File: src/rtl/fb_pkg.sv
// Shared constants, types and the word-address helper for the framebuffer line fetcher.
package fb_pkg;

    localparam int unsigned H_RES          = 640;
    localparam int unsigned V_RES          = 480;
    localparam int unsigned FB_WORD_W      = 32;
    localparam int unsigned WORDS_PER_LINE = H_RES / FB_WORD_W;

    typedef logic [FB_WORD_W-1:0] fb_word_t;

    typedef enum logic [1:0] {
        IDLE,
        LOAD0,
        LOAD
    } fetch_state_t;

    // Word w of line y lives at base + y*20 + w; wraps modulo 2^16.
    function automatic logic [15:0] word_addr(input logic [15:0] base,
                                              input logic [8:0]  line,
                                              input logic [4:0]  word);
        return base + 16'(line) * 16'(WORDS_PER_LINE) + 16'(word);
    endfunction

endpackage

File: src/rtl/fb_line_buffer.sv
// Two-bank line buffer: one synchronous write port, one synchronous single-bit read port.
module fb_line_buffer
    import fb_pkg::*;
#(
    parameter int unsigned WORD_W = 32
) (
    input  logic              clk,
    input  logic              rst_n,
    input  logic              wr_en,
    input  logic              wr_bank,
    input  logic [4:0]        wr_word,
    input  logic [WORD_W-1:0] wr_data,
    input  logic              rd_en,
    input  logic              rd_bank,
    input  logic [4:0]        rd_word,
    input  logic [4:0]        rd_bit,
    output logic              rd_data
);

    logic [WORD_W-1:0] mem [2][WORDS_PER_LINE];

    always_ff @(posedge clk) begin
        if (wr_en) begin
            mem[wr_bank][wr_word] <= wr_data;
        end
    end

    // The read register doubles as the pixel output flop, so it is reset.
    always_ff @(posedge clk or negedge rst_n) begin
        if (!rst_n) begin
            rd_data <= 1'b0;
        end else if (rd_en) begin
            rd_data <= mem[rd_bank][rd_word][rd_bit];
        end else begin
            rd_data <= 1'b0;
        end
    end

endmodule

File: src/rtl/fb_line_fetch.sv
// Double-buffered 1 bpp framebuffer line fetcher for 640x480 VGA.
// Define FB_MSB_FIRST_EN to make bit 31 of each word the leftmost pixel (default: bit 0).
module fb_line_fetch
    import fb_pkg::*;
#(
    parameter logic [15:0] FB_BASE = 16'h0000,
    parameter int unsigned WORD_W  = 32
) (
    input  logic              CLOCK_50,
    input  logic              nReset,
    input  logic [9:0]        pixel_x,
    input  logic [8:0]        pixel_y,
    input  logic              VGA_VS,
    output logic              pixel,
    output logic              mem_req,
    output logic [15:0]       mem_addr,
    input  logic              mem_ack,
    input  logic [WORD_W-1:0] mem_rdata,
    output logic              underrun
);

    localparam logic [4:0] LastWord = 5'(WORDS_PER_LINE - 1);
    localparam logic [8:0] LastLine = 9'(V_RES - 1);

    fetch_state_t state_q, state_d;
    logic [4:0]   word_q, word_d;
    logic [8:0]   line_q, line_d;
    logic         req_q, req_d;
    logic [15:0]  addr_q, addr_d;
    logic         gap_q, gap_d;
    logic         disp_q, disp_d;
    logic         underrun_q, underrun_d;
    logic [1:0]   full_q, full_d;
    logic         vs_q;
    logic [8:0]   py_q;

    logic         vs_fall;
    logic         y_evt;
    logic         fill_bank;
    logic         wr_en;
    logic [4:0]   rd_bit;

    assign vs_fall   = vs_q & ~VGA_VS;
    assign y_evt     = (pixel_y != py_q) && (pixel_y != 9'd0);
    // LOAD0 fills bank 0 while bank 0 is also the displayed bank.
    assign fill_bank = (state_q == LOAD0) ? 1'b0 : ~disp_q;

    always_comb begin
        state_d    = state_q;
        word_d     = word_q;
        line_d     = line_q;
        req_d      = req_q;
        addr_d     = addr_q;
        gap_d      = gap_q;
        disp_d     = disp_q;
        underrun_d = underrun_q;
        full_d     = full_q;
        wr_en      = 1'b0;

        if (vs_fall) begin
            state_d    = LOAD0;
            line_d     = 9'd0;
            word_d     = 5'd0;
            disp_d     = 1'b0;
            underrun_d = 1'b0;
            full_d     = 2'b00;
            req_d      = 1'b0;
            gap_d      = 1'b1;
        end else if (y_evt) begin
            disp_d = ~disp_q;
            if (state_q != IDLE) begin
                underrun_d = 1'b1;
            end
            req_d  = 1'b0;
            word_d = 5'd0;
            if (pixel_y < LastLine) begin
                state_d        = LOAD;
                line_d         = pixel_y + 9'd1;
                gap_d          = 1'b1;
                full_d[disp_q] = 1'b0;
            end else begin
                state_d = IDLE;
                gap_d   = 1'b0;
            end
        end else if (gap_q) begin
            // One idle request cycle separates any abort from the restarted fetch.
            gap_d  = 1'b0;
            req_d  = 1'b1;
            addr_d = word_addr(FB_BASE, line_q, word_q);
        end else if (req_q && mem_ack) begin
            wr_en = 1'b1;
            if (word_q == LastWord) begin
                full_d[fill_bank] = 1'b1;
                word_d            = 5'd0;
                if (state_q == LOAD0) begin
                    state_d = LOAD;
                    line_d  = 9'd1;
                    addr_d  = word_addr(FB_BASE, 9'd1, 5'd0);
                end else begin
                    state_d = IDLE;
                    req_d   = 1'b0;
                end
            end else begin
                word_d = word_q + 5'd1;
                addr_d = word_addr(FB_BASE, line_q, word_q + 5'd1);
            end
        end
    end

    always_ff @(posedge CLOCK_50 or negedge nReset) begin
        if (!nReset) begin
            state_q    <= IDLE;
            word_q     <= 5'd0;
            line_q     <= 9'd0;
            req_q      <= 1'b0;
            addr_q     <= 16'd0;
            gap_q      <= 1'b0;
            disp_q     <= 1'b0;
            underrun_q <= 1'b0;
            full_q     <= 2'b00;
            vs_q       <= 1'b0;
            py_q       <= 9'd0;
        end else begin
            state_q    <= state_d;
            word_q     <= word_d;
            line_q     <= line_d;
            req_q      <= req_d;
            addr_q     <= addr_d;
            gap_q      <= gap_d;
            disp_q     <= disp_d;
            underrun_q <= underrun_d;
            full_q     <= full_d;
            vs_q       <= VGA_VS;
            py_q       <= pixel_y;
        end
    end

`ifdef FB_MSB_FIRST_EN
    assign rd_bit = 5'd31 - pixel_x[4:0];
`else
    assign rd_bit = pixel_x[4:0];
`endif

    fb_line_buffer #(
        .WORD_W (WORD_W)
    ) u_line_buffer (
        .clk     (CLOCK_50),
        .rst_n   (nReset),
        .wr_en   (wr_en),
        .wr_bank (fill_bank),
        .wr_word (word_q),
        .wr_data (mem_rdata),
        .rd_en   (full_q[disp_q]),
        .rd_bank (disp_q),
        .rd_word (pixel_x[9:5]),
        .rd_bit  (rd_bit),
        .rd_data (pixel)
    );

    assign mem_req  = req_q;
    assign mem_addr = addr_q;
    assign underrun = underrun_q;

endmodule

File: config.mk
export PLATFORM = sky130hd
export DESIGN_NAME = fb_line_fetch
export DESIGN_NICKNAME = d
export VERILOG_FILES = /design/src/rtl/fb_pkg.sv /design/src/rtl/fb_line_buffer.sv /design/src/rtl/fb_line_fetch.sv
export SDC_FILE = /design/constraint.sdc
export NUM_CORES = 1
export LEC_CHECK = 0
export CAP_MARGIN = 40
export CELL_PAD_IN_SITES_DETAIL_PLACEMENT = 2
export CELL_PAD_IN_SITES_GLOBAL_PLACEMENT = 2
export CORE_ASPECT_RATIO = 1.75
export CORE_MARGIN = 2
export CORE_UTILIZATION = 25
export DETAILED_ROUTE_END_ITERATION = 8
export DONT_BUFFER_PORTS = 1
export HOLD_SLACK_MARGIN = 0.08
export PLACE_DENSITY_LB_ADDON = 0.25
export SLEW_MARGIN = 20
export SYNTH_ARGS = -nofsm -noshare
export SYNTH_HDL_FRONTEND = slang
export SYNTH_HIERARCHICAL = 1
export SYNTH_SLANG_ARGS = --single-unit
File: constraint.sdc
create_clock -name CLOCK_50 -period 4.2 [get_ports CLOCK_50]
set_clock_uncertainty 0.1 [all_clocks]
set_input_delay 0.84 -clock CLOCK_50 [delete_from_list [all_inputs] [get_ports CLOCK_50]]
set_output_delay 0.84 -clock CLOCK_50 [all_outputs]
set_load 0.01 [all_outputs]
==> impl_metrics.ini, run 1 <==
[run_status]
status = finished, final reports clean

[critical_path]
path_class = flop to flop
slowest_delay_ns = 0.68
rrSetupSlack_ns = 0.52
crit_chain = buf_12, mux4_2, a22oi_1, nand2_1, o2111ai_1, buf_4, o211ai_1, a21oi_1, o311ai_1
path_max_fanout = 39
arrival_ns = 4.18
critPathLaunchType = flop
crit_path_end_kind = flop
worst-path-buf-inv = 2
slowest_stage = dfrtp_4
cp.required_ns = 4.70
reg2reg_from = disp_q
rr_worst_depth = 9
cpLargestDelayFamily = compound AO/OA/AOI/OAI gates
rr_endpoint = u_line_buffer/rd_data

[clock_tree]
path_clk_slew_ns = 0.07
cts_setup_buffers = 0
cts-htree-levels = 3
cts_tree = yes
clkLatencyLatePin_ns = 0.74
hold_buffers = 75
cts_num_sinks = 1328
cts_buffer_depth = 3
cts_root_buf = clkbuf_16
cts_resized = 0
cts_buffers = 119

[hold_path]
hold_start = mem_rdata[17]
hold_end = u_line_buffer/mem[0][593]
min_path_type = primary input to flop
hold_depth = 0

[power]
pwr-share-seq_pct = 51.8
p_switching_uw = 6419
max-vdd-ir-drop_v = 0.0003698
switching_share_pct = 22.82
leakage_uw = 0.01977
internal-power_uw = 21700
power_density_mw_per_mm2 = 447.3
p_comb_share_pct = 7.7
p_clk_share_pct = 40.5

[global_route]
first_global_vias = 31080
overflow = 0
grt_max_degree = 278
grt_use_total_pct = 17.79
antenna_found_initial = 14
grt_pass1_wl_mm = 263.6

[sta]
maxSlewViolCount = 0
slew-limit-headroom_pct = 41.34
finalHoldViolCount = 0
finalSetupViolCount = 0
holdWs_ns = 0.1152
finalCriticalPeriod_ns = 3.683
rsz0062_at_grt = false
worstMarginPinSlew_ns = 0.8800
fmax_mhz = 271.5
period_share_pct = 87.69

[synth]
synth_cells = 2649
synth_edf_count = 1280
ys.flop_type = edfxtp_1
synth_warnings = 6
synth_top_cell_by_area = edfxtp_1
syn-num-nets = 2730
ys_ff_latch = 1328
async_flop_share_pct = 3.614
synth_area_leaders = edfxtp_1 (73%), mux4_2 (11%), mux2i_1 (2.9%), dfrtp_1 (2.3%), nand2_1 (0.76%)
synth_area_sq_mm = 0.05287
synth_cell_type_count = 80
ys_top_cells_by_count = edfxtp_1 (1280), mux4_2 (265), mux2i_1 (151), nand2_1 (107), nor2_1 (99)
syn_avg_cell_area_sq_um = 19.96
synth_seq_area_share_pct = 74.98
yosys.cell_count.top_type = edfxtp_1
synth_top_cell_area_share_pct = 72.71

[layout]
n_fill_cell = 21120
synthToLayoutAreaGrowth_pct = 18.93
finalNetCount = 2976
stdcell_count = 5817
drive_gt1_share_pct = 23.83
regArea_sq_mm = 0.03964
multi_input_area_sq_mm = 0.01256

[placement]
dp_hpwl_mm = 112.9
io_buffers = 0
gp_congestion = 0.7765
dp_cells = 5497

[floorplan]
die_w_um = 351.6
core_area_sq_mm = 0.2107
start_util_pct = 25.10
dieArea_sq_mm = 0.2153
io_pins = 74
die-height_um = 612.3
rows = 223

[detailed_routing]
drtPass1Iterations = 5
vias_per_cell = 4.815
wl_per_cell_um = 33.05
drtAntennaViolNets = 0
wl_mm = 192.2
dr.first_iter.drc_count = 2156
vias = 28010
drc = 0

[run]
cap_viol_max_count = 0
registers in the layout, indices dropped and copies added (netlist names), 2 cells and up:
register	count
full_q	2
line_q	9
mem_addr	15
py_q	9
state_q	2
u_line_buffer/mem	1280
word_q	5
per-stage QoR:
step / area, sq um / setup TNS [ns] / total power, uW / util [%] / worst slack [ns]
finish: 62870 / 0 / 28120 / 29.85 / 0.5172
global route: 62870 / 0 / 28920 / 29.84 / 0.3141
CTS: 62680 / 0 / 28420 / 29.76 / 0.4405
detailed placement: 57790 / -0.04877 / 16750 / 27.43 / -0.009687
global placement: 57760 / 0 / 16740 / 27.42 / 0.02879
floorplan: 52870 / -0.3660 / 16240 / - / -0.01144
layout by cell type, fill, tap and decap left out, types with 13 or more instances in the layout:
cell type      instances
nand2b_1              14
nand4_1               17
buf_4                114
ha_1                  23
nand3_1               53
xnor2_1               24
buf_12                70
nor3_1                19
nor2_1                57
a22oi_1               34
dlygate4sd3_1         61
clkinv_1              22
mux2i_1              151
a21oi_1               51
clkbuf_16            121
clkinv_2              28
a211oi_1              15
dfrtp_1               47
edfxtp_1            1280
o21ai_0               44
clkbuf_1              23
a31oi_1               13
inv_1                 19
mux4_2               265
bufinv_16             14
nor2b_1               19
a221oi_1              21
nand2_1              107
o22ai_1               23
nor2_4                40
per-layer routing:
layer  track usage [%]  up-vias  share of wire, %  wire (um)
met4             5.816        0               3.6       6835
met1             19.67    15670                37      70340
met2             34.56      656                56     108000
li1                  -    11460                 -          -
met5                 0        -                 0          0
met3             2.192      223               3.7       7070
power by group through the flow:
stage / combinational, uW / clock, uW / sequential [uW]
finish: 2170 / 11400 / 14600
global placement: 1870 / 0 / 14900
floorplan: 1390 / 0 / 14800
detailed placement: 1890 / 0 / 14900
global route: 2300 / 12100 / 14600
CTS: 2200 / 11600 / 14600
final cells by class:
type / count / area share, %
diodes: 4 / 0.01592
clock buffers: 148 / 5.041
clock inverters: 79 / 1.302
inverters: 21 / 0.1274
multi-input cells: 1165 / 19.97
flip-flops and latches: 1328 / 63.05
well taps: 2812 / 5.596
repair buffers: 260 / 4.894
how the worst max path moves through the flow:
stage	start	slack (ns)	endpoint	depth (start not counted)
6_report	disp_q	0.52	u_line_buffer/rd_data	9
5_1_grt	disp_q	0.31	u_line_buffer/rd_data	12
4_1_cts	disp_q	0.44	u_line_buffer/rd_data	12
3_5_place_dp	pixel_y[0]	-0.01	u_line_buffer/mem[0][273]	12
3_3_place_gp	pixel_y[0]	0.03	u_line_buffer/mem[0][273]	12
2_1_floorplan	pixel_y[2]	-0.01	u_line_buffer/mem[0][256]	9
logic make-up (layout without fill, tap and decap cells):
kind of cell	count (synthesis)	count (layout)	synth area share (%)
AO/OA/AOI/OAI	292	292	3.872
other	1	5	0.007093
XOR/XNOR	33	33	0.5467
multiplexers	433	433	14.65
flip-flops	1328	1328	74.98
adder cells (fa/ha/maj)	26	26	0.6580
AND/OR/NAND/NOR	380	380	3.429
buffers and inverters	156	508	1.856
Power figures use the tool's default switching activity.
==> run 2, diff against run 1 <==
Settings changed: CORE_MARGIN 2 to 5.
==> impl_metrics.ini, run 2 (same netlist as run 1, synthesis figures left out) <==
[detailed_routing]
dr.first_iter.drc_count = 2049
drc = 0
drtAntennaViolNets = 0
wl_per_cell_um = 32.51
wl_mm = 188.1
vias_per_cell = 4.779
vias = 27650
drtPass1Iterations = 5

[power]
pwr-share-seq_pct = 51.4
p_comb_share_pct = 7.6
internal-power_uw = 21980
total_power_uw = 28380
p_clk_share_pct = 41.1
switching_share_pct = 22.58
max-vdd-ir-drop_v = 0.0003141
leakage_uw = 0.01961
power_density_mw_per_mm2 = 453.1
p_switching_uw = 6408

[placement]
dp_hpwl_mm = 109.4
dpl_cell_area_sq_mm = 0.05739
io_buffers = 0
gp_congestion = 0.7726

[sta]
slew-limit-headroom_pct = 26.27
worstMarginPinSlew_ns = 1.106
holdWs_ns = 0.1087
rsz0062_at_grt = false
finalCriticalPeriod_ns = 3.868
period_share_pct = 92.09
maxSlewViolCount = 0
finalSetupViolCount = 0
fmax_mhz = 258.5
finalHoldViolCount = 0

[clock_tree]
clkLatencyLatePin_ns = 0.74
cts_root_buf = clkbuf_16
cts_buffer_depth = 3
path_clk_slew_ns = 0.07
cts_tree = yes
cts-htree-levels = 3
cts_buffers = 120
cts_num_sinks = 1328

[layout]
n_fill_cell = 21180
largest_reg_flops = 1280
finalNetCount = 2945
drive_gt1_share_pct = 23.15
finish.instance_area_sq_mm = 0.06264
post-route-util_pct = 29.74
final_common_cell = edfxtp_1
regMostFlops = u_line_buffer/mem
synthToLayoutAreaGrowth_pct = 18.49
final_cell_mix = edfxtp_1 (1280), mux4_2 (265), mux2i_1 (151), clkbuf_16 (121), nand2_1 (107)

[critical_path]
cp.required_ns = 4.71
path_class = flop to flop
cpLargestDelayFamily = compound AO/OA/AOI/OAI gates
worst-path-buf-inv = 2
arrival_ns = 4.38
crit_chain = buf_12, mux4_2, mux2i_1, o21ai_0, buf_4, a211oi_2, o211ai_1, a21oi_1, o311ai_1
slowest_stage = dfrtp_4
rrSetupSlack_ns = 0.33
path_max_fanout = 29
slowest_delay_ns = 0.71
critPathLaunchType = flop
crit_path_end_kind = flop

[global_route]
first_global_vias = 31070
overflow = 0
antenna_found_initial = 18
grt_max_degree = 278
grt_pass1_wl_mm = 257.9
grt_use_total_pct = 16.77

[floorplan]
die-height_um = 618.3
core_area_sq_mm = 0.2107
dieArea_sq_mm = 0.2211
io_pins = 74
start_util_pct = 25.10
rows = 223
die_w_um = 357.6

[run]
cap_viol_max_count = 0

[run_status]
status = finished, final reports clean

[hold_path]
min_path_type = primary input to flop
run 2: cell count changes in the layout (fill, tap and decap cells not counted), sizes merged:
cell / previous run / this run
dlygate4sd3: 61 / 69
clkbuf: 148 / 151
buf: 199 / 159
inv: 25 / 28
bufinv: 14 / 18
diode: 4 / 6
clkinv: 56 / 43
clkinvlp: 5 / 6
run 2: repair_timing:
item,in CTS,in global routing
hold buffers,81,3
gates resized for setup,1,0
setup buffers,0,0
endpoints found under the setup margin,1,0
endpoints found under the hold margin,614,21
run 2: path summary, 6_finish.rpt:
kind,cells after the start,end,from
worst max-delay path,9,u_line_buffer/rd_data,disp_q
worst min-delay path,0,u_line_buffer/mem[1][346],mem_rdata[26]
worst max register to register,9,u_line_buffer/rd_data,disp_q
worst min register to register,2,state_q[0],state_q[0]
max in group asynchronous,2,disp_q,nReset
min in group asynchronous,2,mem_addr[7],nReset
run 2: final cells by class:
class	instances	area (sq um)	share of cell area [%]
Multi-Input combinational cell	1165	12610	20.13
Clock inverter	74	904.6	1.444
Antenna cell	6	15.01	0.02397
Tap cell	2812	3518	5.617
Sequential cell	1328	39640	63.28
Inverter	21	80.08	0.1278
Timing Repair Buffer	228	2680	4.278
Clock buffer	151	3191	5.093
run 2: power by group through the flow:
stage / Combinational, uW / Clock, uW / Sequential (uW)
finish: 2150 / 11700 / 14600
global route: 2270 / 12500 / 14600
CTS: 2180 / 12000 / 14600
detailed placement: 1870 / 0 / 14900
global placement: 1840 / 0 / 14900
floorplan: 1390 / 0 / 14800
run 2: per-stage QoR:
step / TNS (ns) / cells / setup slack, ns
floorplan: -0.3660 / 2649 / -0.01144
global placement: -0.7505 / 5455 / -0.7505
detailed placement: -0.1186 / 5459 / -0.1186
CTS: 0 / 5765 / 0.1873
global route: 0 / 5780 / 0.1898
finish: 0 / 5785 / 0.3320
run 2: metal layers:
layer	global-route usage (%)	wire (um)
met4	6.990	8400
met3	3.065	8885
met5	0	9
met2	31.79	103200
met1	18.19	67640
==> run 3, diff against run 2 <==
Settings changed: CORE_UTILIZATION 25 to 36.
==> impl_metrics.ini, run 3 (same netlist as run 1, synthesis figures left out) <==
[global_route]
grt_max_degree = 278
grt_use_total_pct = 23.01
first_global_vias = 31510
overflow = 0
antenna_found_initial = 12
grt_pass1_wl_mm = 252.5

[placement]
io_buffers = 0
dpl_cell_area_sq_mm = 0.05620
post-place-ws_ns = 0.01044
dp_hpwl_mm = 102.5
gp_congestion = 0.8067

[detailed_routing]
dr.first_iter.drc_count = 2495
wl_mm = 179.1
wl_per_cell_um = 37.00
vias = 28400
vias_per_cell = 5.868
drtAntennaViolNets = 0
drc = 0
drtPass1Iterations = 5

[hold_path]
hold_end = u_line_buffer/mem[1][350]
hold_start = mem_rdata[30]
min_path_type = primary input to flop
hold_depth = 0

[sta]
slew-limit-headroom_pct = 40.37
worstMarginPinSlew_ns = 0.8914
tns_ns = 0
setup_ws_ns = 0.1910
fmax_mhz = 249.4
holdWs_ns = 0.1135
finalCriticalPeriod_ns = 4.009
maxSlewViolCount = 0
rsz0062_at_grt = false
period_share_pct = 95.45
finalSetupViolCount = 0
finalHoldViolCount = 0

[power]
max-vdd-ir-drop_v = 0.0003322
power_density_mw_per_mm2 = 451.5
leakage_uw = 0.01934

[layout]
finish.instance_area_sq_mm = 0.06090
largest_reg_flops = 1280
n_fill_cell = 13510
final_common_cell = edfxtp_1
final_cell_mix = edfxtp_1 (1280), mux4_2 (265), mux2i_1 (151), clkbuf_16 (118), nand2_1 (107)
finalNetCount = 2934
drive_gt1_share_pct = 22.26
synthToLayoutAreaGrowth_pct = 15.19
regMostFlops = u_line_buffer/mem

[critical_path]
critPathLaunchType = flop
rr_endpoint = u_line_buffer/rd_data
path_max_fanout = 36
cp.required_ns = 4.69
rrSetupSlack_ns = 0.19
crit_path_end_kind = flop
cp-startpoint = disp_q
rr_worst_depth = 10
reg2reg_from = disp_q
path_class = flop to flop
arrival_ns = 4.50

[floorplan]
core_area_sq_mm = 0.1464
io_pins = 74
rows = 186
start_util_pct = 36.11
die_w_um = 299.7
dieArea_sq_mm = 0.1549
die-height_um = 516.9

[clock_tree]
cts_buffers = 117
cts_tree = yes
cts-htree-levels = 3
cts_buffer_depth = 3
cts_root_buf = clkbuf_16
cts_num_sinks = 1328
clkLatencyLatePin_ns = 0.74
path_clk_slew_ns = 0.07

[run_status]
status = finished, final reports clean

[run]
cap_viol_max_count = 0
-- run 3: cell count changes in the layout (fill, tap and decap cells not counted), sizes merged --
| cell | delta |
|---|---|
| buf | -4 |
| bufinv | -6 |
| clkbuf | -7 |
| clkdlybuf4s15 | +1 |
| clkinv | +2 |
| diode | +6 |
| dlygate4sd3 | -5 |
| inv | -1 |
-- run 3: layout make-up --
type / instances / area [sq um] / area share, %
Tap cell: 1880 / 2352 / 3.863
Antenna cell: 12 / 30.03 / 0.04931
Inverter: 21 / 80.08 / 0.1315
Clock buffer: 144 / 3050 / 5.009
Multi-Input combinational cell: 1165 / 12560 / 20.63
Clock inverter: 69 / 675.6 / 1.110
Timing Repair Buffer: 220 / 2502 / 4.109
Sequential cell: 1328 / 39640 / 65.10
-- run 3: routing by layer --
metal | track usage, % | up-vias | wire length [um]
met2 | 43.16 | 958 | 96770
met4 | 8.697 | 0 | 8281
li1 | - | 11380 | -
met1 | 26.67 | 15800 | 65020
met3 | 3.196 | 259 | 8986
met5 | 0 | - | 0
-- run 3: critical path: stages, from the launching register on --
cell and delay (ns):
dfrtp_4 0.65, buf_12 0.32, buf_12 0.34, mux4_2 0.55, mux2i_1 0.27, a22oi_1 0.12
a21oi_1 0.32, or3_1 0.16, nand3_1 0.09, a21oi_1 0.61, o311ai_1 0.21
-- run 3: report_power, final --
part | internal, uW | switching, uW | total [uW]
registers | 14500 | 45.1 | 14600
clock network | 5890 | 4980 | 10900
logic | 914 | 1130 | 2050
total | 21300 | 6160 | 27500
-- run 3: worst max-delay path by stage --
stage / slack (ns) / to
after CTS: 0.12 / u_line_buffer/rd_data
after floorplan: -0.01 / u_line_buffer/mem[0][256]
after global routing: 0.02 / u_line_buffer/rd_data
final: 0.19 / u_line_buffer/rd_data
after global placement: 0.03 / u_line_buffer/rd_data
after detailed placement: 0.01 / u_line_buffer/mem[0][124]
-- run 3: timing repair --
item / in CTS / in global routing
gates resized for setup: 0 / 1
buffers inserted: 0 / 0
setup endpoints to repair: 0 / 1
hold buffers: 73 / 0
hold endpoints to repair: 538 / 0
-- run 3: through the flow --
step	power, uW	cells	util [%]
floorplan	16240	2649	-
global placement	16620	4526	38.35
detailed placement	16670	4532	38.39
CTS	27740	4818	41.49
global route	28420	4828	41.58
finish	27500	4839	41.60
